==> src/rtl/mem_arbiter_pkg.sv <==
// Shared types for the I/D cacheline memory arbiter.
// Holds FSM state and grant encodings plus counter limits.
package mem_arbiter_pkg;

    typedef enum logic [1:0] {
        IDLE,
        I_BUSY,
        D_BUSY
    } arb_state_t;

    typedef enum logic {
        GRANT_I,
        GRANT_D
    } grant_t;

    localparam int          CNT_W   = 32;
    localparam logic [31:0] CNT_MAX = 32'hFFFF_FFFF;

endpackage

==> src/rtl/mem_arbiter_sat_counter.sv <==
// 32-bit saturating event counter.
// Ports: clk, rst (async active-low), inc, count.
module sat_counter
    import mem_arbiter_pkg::*;
(
    input  logic             clk,
    input  logic             rst,
    input  logic             inc,
    output logic [CNT_W-1:0] count
);

    logic [CNT_W-1:0] count_q;

    always_ff @(posedge clk or negedge rst) begin
        if (!rst) begin
            count_q <= '0;
        end else if (inc && (count_q != CNT_MAX)) begin
            count_q <= count_q + 1'b1;
        end
    end

    assign count = count_q;

endmodule

==> src/rtl/mem_arbiter.sv <==
// Arbitrates I-side and D-side cacheline requests onto one memory port.
// Ports: imem_* / dmem_* requesters, mem_* shared port, i/d_grants counters.
module mem_arbiter
    import mem_arbiter_pkg::*;
#(
    parameter int ADDR_W = 32,
    parameter int LINE_W = 256
) (
    input  logic              clk,
    input  logic              rst,
    input  logic              imem_read,
    input  logic [ADDR_W-1:0] imem_addr,
    output logic [LINE_W-1:0] imem_rdata,
    output logic              imem_resp,
    input  logic              dmem_read,
    input  logic              dmem_write,
    input  logic [ADDR_W-1:0] dmem_addr,
    input  logic [LINE_W-1:0] dmem_wdata,
    output logic [LINE_W-1:0] dmem_rdata,
    output logic              dmem_resp,
    output logic              mem_read,
    output logic              mem_write,
    output logic [ADDR_W-1:0] mem_addr,
    output logic [LINE_W-1:0] mem_wdata,
    input  logic [LINE_W-1:0] mem_rdata,
    input  logic              mem_resp,
    output logic [31:0]       i_grants,
    output logic [31:0]       d_grants
);

    arb_state_t        state_q;
    arb_state_t        state_d;
    grant_t            last_grant;
    grant_t            grant_sel;
    logic              grant_en;
    logic              i_pend;
    logic              d_pend;
    logic              busy;
    logic              out_rd;
    logic              out_wr;
    logic [ADDR_W-1:0] out_addr;
    logic [LINE_W-1:0] out_wdata;

    assign i_pend = imem_read;
    assign d_pend = dmem_read | dmem_write;

    always_comb begin
        state_d   = state_q;
        grant_en  = 1'b0;
        grant_sel = GRANT_I;
        unique case (state_q)
            IDLE: begin
                if (i_pend && d_pend) begin
                    // Round-robin on contention: alternate from last owner.
                    grant_en  = 1'b1;
                    grant_sel = (last_grant == GRANT_D) ? GRANT_I : GRANT_D;
                end else if (i_pend) begin
                    grant_en  = 1'b1;
                    grant_sel = GRANT_I;
                end else if (d_pend) begin
                    grant_en  = 1'b1;
                    grant_sel = GRANT_D;
                end
                if (grant_en) begin
                    state_d = (grant_sel == GRANT_I) ? I_BUSY : D_BUSY;
                end
            end
            I_BUSY, D_BUSY: begin
                if (mem_resp) begin
                    state_d = IDLE;
                end
            end
            default: state_d = IDLE;
        endcase
    end

    always_ff @(posedge clk or negedge rst) begin
        if (!rst) begin
            state_q <= IDLE;
        end else begin
            state_q <= state_d;
        end
    end

    // Outstanding request is captured once at grant and held for the
    // whole transaction, so requester changes mid-flight are invisible.
    always_ff @(posedge clk or negedge rst) begin
        if (!rst) begin
            last_grant <= GRANT_D;
            out_rd     <= 1'b0;
            out_wr     <= 1'b0;
            out_addr   <= '0;
            out_wdata  <= '0;
        end else if (grant_en) begin
            last_grant <= grant_sel;
            if (grant_sel == GRANT_I) begin
                out_rd    <= 1'b1;
                out_wr    <= 1'b0;
                out_addr  <= imem_addr;
                out_wdata <= '0;
            end else begin
                // Simultaneous read+write from D is a write.
                out_rd    <= ~dmem_write;
                out_wr    <= dmem_write;
                out_addr  <= dmem_addr;
                out_wdata <= dmem_wdata;
            end
        end
    end

    assign busy      = (state_q != IDLE);
    assign mem_read  = busy & out_rd;
    assign mem_write = busy & out_wr;
    assign mem_addr  = out_addr;
    assign mem_wdata = out_wdata;

    assign imem_resp  = (state_q == I_BUSY) & mem_resp;
    assign dmem_resp  = (state_q == D_BUSY) & mem_resp;
    assign imem_rdata = imem_resp ? mem_rdata : '0;
    assign dmem_rdata = dmem_resp ? mem_rdata : '0;

    sat_counter u_i_cnt (
        .clk   (clk),
        .rst   (rst),
        .inc   (imem_resp),
        .count (i_grants)
    );

    sat_counter u_d_cnt (
        .clk   (clk),
        .rst   (rst),
        .inc   (dmem_resp),
        .count (d_grants)
    );

endmodule

==> config.mk <==
export PLATFORM = sky130hd
export DESIGN_NAME = mem_arbiter
export DESIGN_NICKNAME = d
export VERILOG_FILES = /design/src/rtl/mem_arbiter_pkg.sv /design/src/rtl/mem_arbiter_sat_counter.sv /design/src/rtl/mem_arbiter.sv
export SDC_FILE = /design/constraint.sdc
export NUM_CORES = 1
export LEC_CHECK = 0
export BUFFER_PORTS_ARGS = -buffer_cell sky130_fd_sc_hd__buf_4
export CORE_AREA = 2 2 562 564
export CTS_CLUSTER_SIZE = 14
export DETAILED_ROUTE_END_ITERATION = 12
export DIE_AREA = 0 0 564 566
export PLACE_DENSITY = 0.3
export SLEW_MARGIN = 20
export SYNTH_ARGS = -nofsm -noshare
export SYNTH_HDL_FRONTEND = slang
export SYNTH_SLANG_ARGS = --single-unit
==> constraint.sdc <==
create_clock -name clk -period 2.4 [get_ports clk]
set_input_delay 0 -clock clk [delete_from_list [all_inputs] [get_ports clk]]
set_output_delay 0 -clock clk [all_outputs]
set_load 0.005 [all_outputs]
==> results.py <==
metrics = {
    "setup_path": {
        "critical_path.reg2reg.startpoint": "state_q[1]",
        "criticalPathCategory": "reg -> out",
        "worst_setup_path_start_kind": "flop",
        "setup.worst_path.start": "state_q[0]",
        "critical_path.max_fanout": 27,
        "crit_required_ps": 2400,
        "critical_path.endpoint_type": "output pin",
        "reg2reg_end": "u_i_cnt.count[19]",
        "ff2ff_path_depth": 9,
        "r2r_setup_slack_ps": 160,
        "critical_path_arrival_ps": 2360,
    },
    "die": {
        "floorplan_row_count": 206,
        "initial_core_util": 0.0551,
        "die_w_um": 564,
        "die_height_um": 566,
        "overall_die_area_sq_um": 319000,
        "floorplan.io_pins": 1450,
        "core_sq_um": 313000,
    },
    "detailed_routing": {
        "routed-via-count": 21806,
        "detail_route.wirelength_mm": 197,
        "wl_per_cell_um": 25.9,
        "drt-vias-per-instance": 2.87,
        "detail_route.first_pass.iterations": 5,
        "drcViolationCount": 0,
        "first_iter_violations": 1282,
        "drtAntennaViolNets": 0,
    },
    "clocking": {
        "cts-root-to-sink-buffers": 3,
        "cts_tree": "yes",
        "cts.reportedPaths.clkPinSlew_ps": 50,
        "cts-root-buf": "clkbuf_16",
        "cts_num_sinks": 357,
        "tritoncts.num_buffers": 47,
        "htreeDepth": 2,
        "insertion_delay_ps": 640,
    },
    "timing": {
        "grt_setup_unrepaired": "yes",
        "final.min_clock_period_ps": 2360,
        "worst_clock_skew_ps": 25.4,
        "maxClockFrequency_mhz": 423,
        "hold_viol": 0,
        "maxSlewHeadroom": 0.398,
        "setup-violations-final": 0,
        "timing_max_transition_violations_final": 0,
        "finalCritPeriodShare": 0.985,
        "worst-slew-pin-transition_ps": 903,
    },
    "synthesis": {
        "synth_enable_flop_cells": 0,
        "asyncSetResetFlopFracSynth": 1.00,
        "synth_seq_area_share": 0.517,
        "postSynth.topFlopCell": "dfrtp_1",
        "syn_area_sq_um": 17300,
        "syn-mean-instance-area_sq_um": 10.5,
        "synth_common_cells": "520 x and3_1, 356 x dfrtp_1, 257 x a22o_1",
        "synth_largest_type_area_fraction": 0.516,
        "synth_largest_area_cell": "dfrtp_1",
        "number_of_synthesized_register_bits": 357,
        "mappedNetlistNets": 2238,
        "synth_cells": 1651,
        "synthTopCellsByArea": "dfrtp_1 52%, and3_1 19%, a22o_1 13%",
        "synth.lib_cells_used.distinct": 43,
        "synth.yosys.warnings": 0,
        "synth.most_common_cell": "and3_1",
    },
    "flow_run": {
        "maxCapViolations": 0,
    },
    "grt": {
        "grt_pass1_vias": 23115,
        "grt_first_pass_wirelength_mm": 247,
        "antenna_found_initial": 78,
        "globalRouteOverflowTotal": 0,
        "track_usage": 0.117,
        "pin_count_of_the_biggest_net_entering_global_routing": 211,
    },
    "power": {
        "worst_case_vdd_ir_drop_v": 0.000711,
        "cellPowerDensity_nw_per_um2": 946,
        "p_leak_nw": 19.5,
    },
    "hold_path": {
        "whs_endpoint": "mem_wdata[213]",
        "hold_path.startpoint": "dmem_read",
        "hold_class": "in -> reg",
        "worstHoldPathCells": 5,
    },
    "layout": {
        "design_area_sq_um": 39000,
        "syn_to_final_growth_pct": 125,
        "multiInputGateArea_sq_um": 7810,
        "final-seq-area_sq_um": 8940,
        "fin_nets": 3958,
        "stdcell_count": 7595,
        "final_layout_size_suffix_gt1_frac": 0.490,
        "layout.filler_cells": 36066,
    },
    "place": {
        "detailedPlacementHpwl_mm": 165,
        "io_buffer_count": 1449,
        "dp_cells": 7143,
        "dpl_cell_area_sq_um": 33500,
        "gp_congestion": 0.833,
    },
    "run_status": {
        "status": "finished clean",
    },
}
how the worst max path moves through the flow:
| stage | end | slack [ps] |
|---|---|---|
| 3_5_place_dp | u_i_cnt.count[19] | 140 |
| 6_report | dmem_rdata[222] | 40 |
| 3_3_place_gp | u_i_cnt.count[22] | 110 |
| 4_1_cts | dmem_rdata[1] | -50 |
| 5_1_grt | dmem_rdata[196] | -70 |
| 2_1_floorplan | u_i_cnt.count[19] | 430 |
critical path: stages, from the launching register on:
cell and delay (ps):
dfrtp_2 440, inv_2 90, ha_4 130, buf_12 170, bufbuf_16 390, and3_1 270, buf_4 150
report_power, final:
| group | total (W) | leakage (nW) | internal [W] | switching [W] |
|---|---|---|---|---|
| sequential | 0.0100 | 4.58 | 0.00827 | 0.00176 |
| clock | 0.00747 | 0.784 | 0.00437 | 0.00310 |
| combinational | 0.0194 | 14.1 | 0.00890 | 0.0104 |
| total | 0.0369 | 19.5 | 0.0215 | 0.0153 |
layout by cell type, fill, tap and decap left out, types with 19 or more instances in the layout:
cell type / n
buf_12: 21
buf_4: 1487
nor2_1: 26
dlygate4sd3_1: 326
and3_2: 19
xnor2_1: 42
and3_4: 20
a22o_1: 257
nand2_1: 65
nand3_1: 27
diode_2: 27
mux2i_1: 32
dfrtp_1: 355
o21ai_0: 34
nand4_1: 20
clkbuf_16: 50
and3_1: 482
logic make-up (layout without fill, tap and decap cells):
family,Yosys count,count (layout),share of synthesized area
compound gates,308,308,0.150
xor+xnor,59,59,0.0299
fa+ha+maj,5,5,0.00362
buf+inv,195,1952,0.0427
flops,357,357,0.517
mux,35,35,0.0205
other cells,0,27,0
simple gates,692,692,0.236
layer usage:
metal  wire [um]  GRT usage
met4        7930     0.0411
met5         299          0
met3       22000     0.0541
met2      101000      0.216
met1       65700      0.114
final cells by class:
type / instances / area share
antenna: 27 / 0.00173
multi-input combinational: 1099 / 0.200
timing repair buffer: 1856 / 0.393
sequential: 357 / 0.229
clock buffer: 70 / 0.0368
clock inverter: 16 / 0.00434
inverter: 10 / 0.000963
tap: 4160 / 0.134
metrics by stage:
step	total power [W]	worst slack, ps	hold slack (ps)	TNS, ps	util
final	0.0369	35.1	70.2	0	0.124
after global placement	0.0285	109	9.42	0	0.107
after global routing	0.0393	-74.2	83.4	-1180	0.124
after floorplan	0.0157	427	-296	0	-
after CTS	0.0380	-54.7	22.0	-889	0.124
after detailed placement	0.0285	142	12.7	0	0.107
what timing repair did:
item | CTS | global route
resized for setup | 65 | 11
endpoints found under the hold margin | 653 | 0
hold buffers | 327 | 0
setup buffers | 4 | 1
pin swaps | 1 | 2
gates cloned | 7 | 1
setup endpoints to repair | 420 | 87
flip-flops by register name, summed over array words and instances, names as in the netlist:
| signal | flops |
|---|---|
| mem_wdata | 256 |
| mem_addr | 32 |
| u_d_cnt.count | 32 |
| u_i_cnt.count | 32 |
| state_q | 2 |
| last_grant | 1 |
| out_rd | 1 |
| out_wr | 1 |
No activity file was read; power rests on OpenSTA's default activity.
